==> config.mk <==
export PLATFORM = sky130hd
export DESIGN_NAME = lsu_mem_initiator
export DESIGN_NICKNAME = d
export VERILOG_FILES = /design/src/rtl/lsu_mem_initiator_pkg.sv /design/src/rtl/lsu_data_align.sv /design/src/rtl/lsu_mem_initiator.sv
export SDC_FILE = /design/constraint.sdc
export NUM_CORES = 1
export LEC_CHECK = 0
export CORE_ASPECT_RATIO = 1.4
export CORE_MARGIN = 3
export CORE_UTILIZATION = 40
export CTS_CLUSTER_SIZE = 10
export DETAILED_ROUTE_END_ITERATION = 10
export PLACE_DENSITY = 0.7
export SYNTH_ARGS = -nofsm -noshare
export SYNTH_HDL_FRONTEND = slang
export SYNTH_HIERARCHICAL = 1
export SYNTH_SLANG_ARGS = --single-unit
==> constraint.sdc <==
create_clock -name Clk -period 2.5 [get_ports Clk]
set_clock_uncertainty 0.1 [all_clocks]
set_input_delay 0.75 -clock Clk [delete_from_list [all_inputs] [get_ports Clk]]
set_output_delay 0.75 -clock Clk [all_outputs]
set_load 0.01 [all_outputs]
==> src/rtl/lsu_mem_initiator_pkg.sv <==
// Shared definitions for the LSU memory initiator: access-type encodings, FSM states,
// default timeout and the alignment/legality check applied when a request is accepted.
package lsu_mem_initiator_pkg;

  localparam int DEFAULT_TIMEOUT_CYCLES = 64;

  // Load encodings
  localparam logic [2:0] LS_W  = 3'b000;
  localparam logic [2:0] LS_H  = 3'b001;
  localparam logic [2:0] LS_HU = 3'b010;
  localparam logic [2:0] LS_B  = 3'b011;
  localparam logic [2:0] LS_BU = 3'b100;

  // Store encodings
  localparam logic [2:0] ST_W  = 3'b000;
  localparam logic [2:0] ST_H  = 3'b001;
  localparam logic [2:0] ST_B  = 3'b010;

  typedef enum logic [2:0] {
    S_IDLE = 3'd0,
    S_RD   = 3'd1,
    S_WR   = 3'd2,
    S_RESP = 3'd3,
    S_ERR  = 3'd4
  } state_e;

  function automatic logic access_ok(input logic we, input logic [2:0] lstype,
                                     input logic [1:0] addr_lo);
    logic ok;
    ok = 1'b0;
    if (we) begin
      case (lstype)
        ST_W:    ok = (addr_lo == 2'b00);
        ST_H:    ok = !addr_lo[0];
        ST_B:    ok = 1'b1;
        default: ok = 1'b0;
      endcase
    end else begin
      case (lstype)
        LS_W:        ok = (addr_lo == 2'b00);
        LS_H, LS_HU: ok = !addr_lo[0];
        LS_B, LS_BU: ok = 1'b1;
        default:     ok = 1'b0;
      endcase
    end
    return ok;
  endfunction

endpackage

==> src/rtl/lsu_data_align.sv <==
// Byte-lane steering for a word-only memory: extracts and extends sub-word loads and
// merges sub-word store data into a previously read word.
module lsu_data_align
  import lsu_mem_initiator_pkg::*;
(
  input  logic [2:0]  lstype,
  input  logic [1:0]  addr_lo,
  input  logic [31:0] rdata,
  input  logic [31:0] wdata,
  output logic [31:0] load_data,
  output logic [31:0] store_data
);

  logic signed [15:0] half_sel;
  logic signed [7:0]  byte_sel;

  always_comb begin
    half_sel = addr_lo[1] ? rdata[31:16] : rdata[15:0];
    case (addr_lo)
      2'd0:    byte_sel = rdata[7:0];
      2'd1:    byte_sel = rdata[15:8];
      2'd2:    byte_sel = rdata[23:16];
      default: byte_sel = rdata[31:24];
    endcase

    // lstype is read with load meaning here and with store meaning below
    case (lstype)
      LS_W:    load_data = rdata;
      LS_H:    load_data = 32'(half_sel);
      LS_HU:   load_data = {16'h0000, half_sel};
      LS_B:    load_data = 32'(byte_sel);
      LS_BU:   load_data = {24'h000000, byte_sel};
      default: load_data = rdata;
    endcase

    store_data = rdata;
    case (lstype)
      ST_W: store_data = wdata;
      ST_H: begin
        if (addr_lo[1]) store_data[31:16] = wdata[15:0];
        else            store_data[15:0]  = wdata[15:0];
      end
      ST_B:    store_data[{addr_lo, 3'b000} +: 8] = wdata[7:0];
      default: store_data = rdata;
    endcase
  end

endmodule

==> src/rtl/lsu_mem_initiator.sv <==
// Single-outstanding load/store initiator: word-only memory port with req/ack handshake,
// read-modify-write for sub-word stores, and an ack timeout that aborts with an error.
module lsu_mem_initiator
  import lsu_mem_initiator_pkg::*;
#(
  parameter int TIMEOUT_CYCLES = DEFAULT_TIMEOUT_CYCLES
) (
  input  logic        Clk,
  input  logic        Reset,
  input  logic        req_valid,
  output logic        req_ready,
  input  logic        req_we,
  input  logic [2:0]  req_lstype,
  input  logic [31:0] req_addr,
  input  logic [31:0] req_wdata,
  output logic        resp_valid,
  output logic [31:0] resp_rdata,
  output logic        resp_err,
  output logic        mem_req,
  output logic        mem_we,
  output logic [31:0] mem_addr,
  output logic [31:0] mem_wdata,
  input  logic        mem_ack,
  input  logic [31:0] mem_rdata
);

  localparam int CNT_W = $clog2(TIMEOUT_CYCLES);
  localparam logic [CNT_W-1:0] CNT_LIMIT = CNT_W'(TIMEOUT_CYCLES - 1);

  state_e           state, state_n;
  logic             we_q, we_n;
  logic [2:0]       lstype_q, lstype_n;
  logic [31:0]      addr_q, addr_n;
  logic [31:0]      sdata_q, sdata_n;
  logic [31:0]      wdata_q, wdata_n;
  logic [31:0]      rdata_q, rdata_n;
  logic [CNT_W-1:0] cnt_q, cnt_n;
  logic [31:0]      load_data, store_data;

  lsu_data_align u_align (
    .lstype     (lstype_q),
    .addr_lo    (addr_q[1:0]),
    .rdata      (mem_rdata),
    .wdata      (sdata_q),
    .load_data  (load_data),
    .store_data (store_data)
  );

  always_ff @(posedge Clk) begin
    if (Reset) begin
      state    <= S_IDLE;
      we_q     <= 1'b0;
      lstype_q <= 3'b000;
      addr_q   <= 32'h0;
      sdata_q  <= 32'h0;
      wdata_q  <= 32'h0;
      rdata_q  <= 32'h0;
      cnt_q    <= '0;
    end else begin
      state    <= state_n;
      we_q     <= we_n;
      lstype_q <= lstype_n;
      addr_q   <= addr_n;
      sdata_q  <= sdata_n;
      wdata_q  <= wdata_n;
      rdata_q  <= rdata_n;
      cnt_q    <= cnt_n;
    end
  end

  always_comb begin
    state_n  = state;
    we_n     = we_q;
    lstype_n = lstype_q;
    addr_n   = addr_q;
    sdata_n  = sdata_q;
    wdata_n  = wdata_q;
    rdata_n  = rdata_q;
    cnt_n    = cnt_q;
    case (state)
      S_IDLE: begin
        if (req_valid) begin
          we_n     = req_we;
          lstype_n = req_lstype;
          addr_n   = req_addr;
          sdata_n  = req_wdata;
          cnt_n    = '0;
          if (!access_ok(req_we, req_lstype, req_addr[1:0])) begin
            state_n = S_ERR;
          end else if (req_we && (req_lstype == ST_W)) begin
            wdata_n = req_wdata;
            state_n = S_WR;
          end else begin
            state_n = S_RD;
          end
        end
      end
      S_RD: begin
        if (mem_ack) begin
          cnt_n = '0;
          if (we_q) begin
            wdata_n = store_data;
            state_n = S_WR;
          end else begin
            rdata_n = load_data;
            state_n = S_RESP;
          end
        end else if (cnt_q == CNT_LIMIT) begin
          state_n = S_ERR;
        end else begin
          cnt_n = cnt_q + CNT_W'(1);
        end
      end
      S_WR: begin
        if (mem_ack) begin
          state_n = S_RESP;
        end else if (cnt_q == CNT_LIMIT) begin
          state_n = S_ERR;
        end else begin
          cnt_n = cnt_q + CNT_W'(1);
        end
      end
      S_RESP:  state_n = S_IDLE;
      S_ERR:   state_n = S_IDLE;
      default: state_n = S_IDLE;
    endcase
  end

  // Handshake outputs decode directly from the registered state
  assign req_ready  = (state == S_IDLE);
  assign mem_req    = (state == S_RD) || (state == S_WR);
  assign mem_we     = (state == S_WR);
  assign mem_addr   = {addr_q[31:2], 2'b00};
  assign mem_wdata  = wdata_q;
  assign resp_valid = (state == S_RESP) || (state == S_ERR);
  assign resp_err   = (state == S_ERR);
  assign resp_rdata = ((state == S_RESP) && !we_q) ? rdata_q : 32'h0;

endmodule
==> out/results.tsv <==
metric	value	unit
status	complete, no violations	
Clk pin slew, worst setup/hold paths	0.06	ns
Main synth FF type	dfxtp_1	
Syn Area/Cell	7.46	sq um
post-synthesis cell type count	64	
clk_lat worst skew	0.43	ns
worst rel slew slack	51.1	%
Root Buffer	clkbuf_16	
final WL	27.7	mm
yosys synthesis warning count	6	
number of max-cap violations	0	
area of the multi-input gates	0.00439	sq mm
fin crit period	2.49	ns
Initial DRC Count	861	
maximum vdd drop	0.000370	V
Inserted Clock Buffers	17	
GRT Overall Usage	24.8	%
Post-synth ARST share	0	%
ANT cells	0	
worst-case reg-to-reg path depth	7	
Layout area overhead	41.6	%
final-stage net count	1362	
Place WS	-0.588	ns
Port-buffer cells	202	
LEAKAGE	0.00431	uW
worst-case clock buffer depth	2	
post-detail-place hpwl	18.8	mm
R2R Setup Slk	0.21	ns
Die ar.	0.0213	sq mm
RSZ-0062 raised after global routing	yes	
Post-synth EDFFs	0	
Finished Layout Cells	1508	
Core Area	0.0189	sq mm
Final ANT Viol Nets	0	
Hold WS	0.350	ns
hold path start	rdata_q[26]	
Placed Instances	1454	
Worst-Margin Slew	0.734	ns
crit path DAT	1.64	ns
initial antenna violation count	0	
FP Rows	59	
met1 usage	28.3	%
Power Density	564	mW/mm^2
cell count after synthesis	1050	
RePlAce Congestion	0.937	
fmax	0.402	GHz
total congestion overflow	0	
Post-Syn Area	0.00783	sq mm
fraction of layout cells with a size suffix above 1	18.3	%
Die W	124	um
FF-to-FF Start	state[2]	
clock sink total	141	
WS Path Type	reg -> out	
CP startpoint kind	flop	
I/O Pins	205	
GRT busiest layer	met2	
H-tree levels	4	
# DRC	0	
first-pass GRT wire length	42.6	mm
WL/cell	18.4	um
Fillers	1737	
drt pass-1 iters	5	
Hold Path Class	reg -> reg	
number of vias per cell	5.53	
crit path launch	state[1]	
pin count of the biggest net entering global routing	131	
height of the die	172	um
number of global-route vias before repair	7977	
TritonCTS clock tree	done	
Final Max Tran Viols	0	
final setup margin	0.0104	ns
Final setup violation count	0	
Worst setup EP type	output pin	
critical path peak fanout	7	
Final Util	58.7	%
worst hold stages	2	
Hold Vio Cnt, Final	0	
met3 usage	6.12	%
Sequential Area	0.00283	sq mm
met2 usage	43.5	%
post-synthesis register bit count	141	
Final Cycle Share	99.6	%
Worst EP required	1.65	ns
Starting Density	41.4	%
Seq/Total Area, Yosys	36.0	%
Via Count	8334	
==> final cells by class <==
type | count | area share, %
clock buffers | 20 | 4.21
clock inverters | 12 | 1.00
inverters | 31 | 1.05
multi-input cells | 768 | 39.6
flip-flops and latches | 141 | 25.5
well taps | 244 | 2.75
repair buffers | 292 | 25.8
==> cell families (layout without fill, tap and decap cells) <==
logic type / count (synthesis) / count (layout) / synth area share [%]
and+or+nand+nor: 477 / 477 / 26.1
muxes: 2 / 2 / 0.272
buffers and inverters: 142 / 355 / 9.34
other: 1 / 2 / 0.0479
xor gates and xnor gates: 4 / 4 / 0.447
AOI/OAI and AO/OA: 276 / 276 / 26.6
DFF: 141 / 141 / 36.0
adders and majority gates: 7 / 7 / 1.12
==> worst paths after layout <==
kind                          to
setup / recovery  resp_rdata[18]
hold / removal       rdata_q[26]
setup reg to reg   mem_wdata[25]
hold reg to reg      rdata_q[26]
==> power by group <==
group          switching [uW]  total, uW  internal, uW  leakage [uW]
Sequential               87.6       2440          2360       0.00115
Combinational             725       1340           610       0.00288
Clock                    1020       2470          1450      0.000279
Total                    1830       6250          4420       0.00431
==> state kept, by name, indices dropped and copies added, names as in the netlist <==
signal,count
sdata_q,32
addr_q,32
cnt_q,6
we_q,1
mem_wdata,32
state,3
lstype_q,3
rdata_q,32
==> Yosys cell counts, types with 3 or more instances <==
cell	n	share of area (%)
nand2_1	320	15
dfxtp_1	141	36
a21oi_1	113	7.2
nor2_1	61	2.9
clkbuf_1	55	2.6
and2_1	37	3.0
buf_4	34	3.3
inv_1	30	1.4
a311oi_2	28	5.4
o21ai_0	24	1.5
a221o_1	19	2.4
o221ai_1	16	1.8
nor3_1	15	0.96
o21a_1	13	1.2
buf_2	12	0.77
nor2b_1	10	0.80
a222oi_1	8	1.0
a22oi_1	8	0.77
ha_1	7	1.1
buf_6	6	0.86
nand3_1	6	0.38
nor3b_1	6	0.58
a221oi_1	5	0.56
a22o_1	5	0.56
o2bb2ai_1	5	0.56
a311oi_1	4	0.45
a32oi_1	4	0.45
xnor2_1	4	0.45
buf_1	3	0.14
nor4_1	3	0.24
nor4b_1	3	0.34
==> per-layer routing <==
metal,wire length [um],vias to the layer above
li1,-,4005
met1,10700,3888
met2,13800,366
met3,2050,75
met4,1150,0
met5,0,-
==> placed cells by master, fill, tap and decap left out, types with 4 or more instances in the layout <==
cell type,n
a21oi_1,113
a221o_1,19
a221oi_1,5
a222oi_1,8
a22o_1,5
a22oi_1,8
a311oi_2,29
a32oi_1,4
and2_1,17
and2_4,20
buf_12,7
buf_2,14
buf_4,69
buf_6,29
clkbuf_16,19
clkdlybuf4s50_1,161
dfxtp_1,137
ha_1,7
inv_1,30
nand2_1,319
nand3_1,6
nor2_1,61
nor2b_1,10
nor3_1,12
o21a_1,13
o21ai_0,24
o221ai_1,16
o2bb2ai_1,5
xnor2_1,4
==> through the flow <==
step	power [uW]	area (sq um)	TNS, ns
final	6250	11100	0
after global routing	6540	11100	-0.321
after CTS	6280	11000	-1.65
after detailed placement	3780	10200	-36.24
after global placement	3770	10200	-35.84
after floorplan	3230	7840	0
==> critical path, cell delays in order, from the launching register on <==
cell and delay [ns]:
dfxtp_2 0.35, nand2_4 0.06, nor3_4 0.16, buf_6 0.17
buf_16 0.13, buf_4 0.10, and2_4 0.13, buf_6 0.09
==> what timing repair did <==
action	in CTS	in global routing
gates resized for setup	176	36
gates cloned	5	2
pin swaps	12	11
hold buffers	0	0
endpoints found under the setup margin	69	66
setup buffers	15	4
Note: power is estimated with default switching activity, not from simulation.
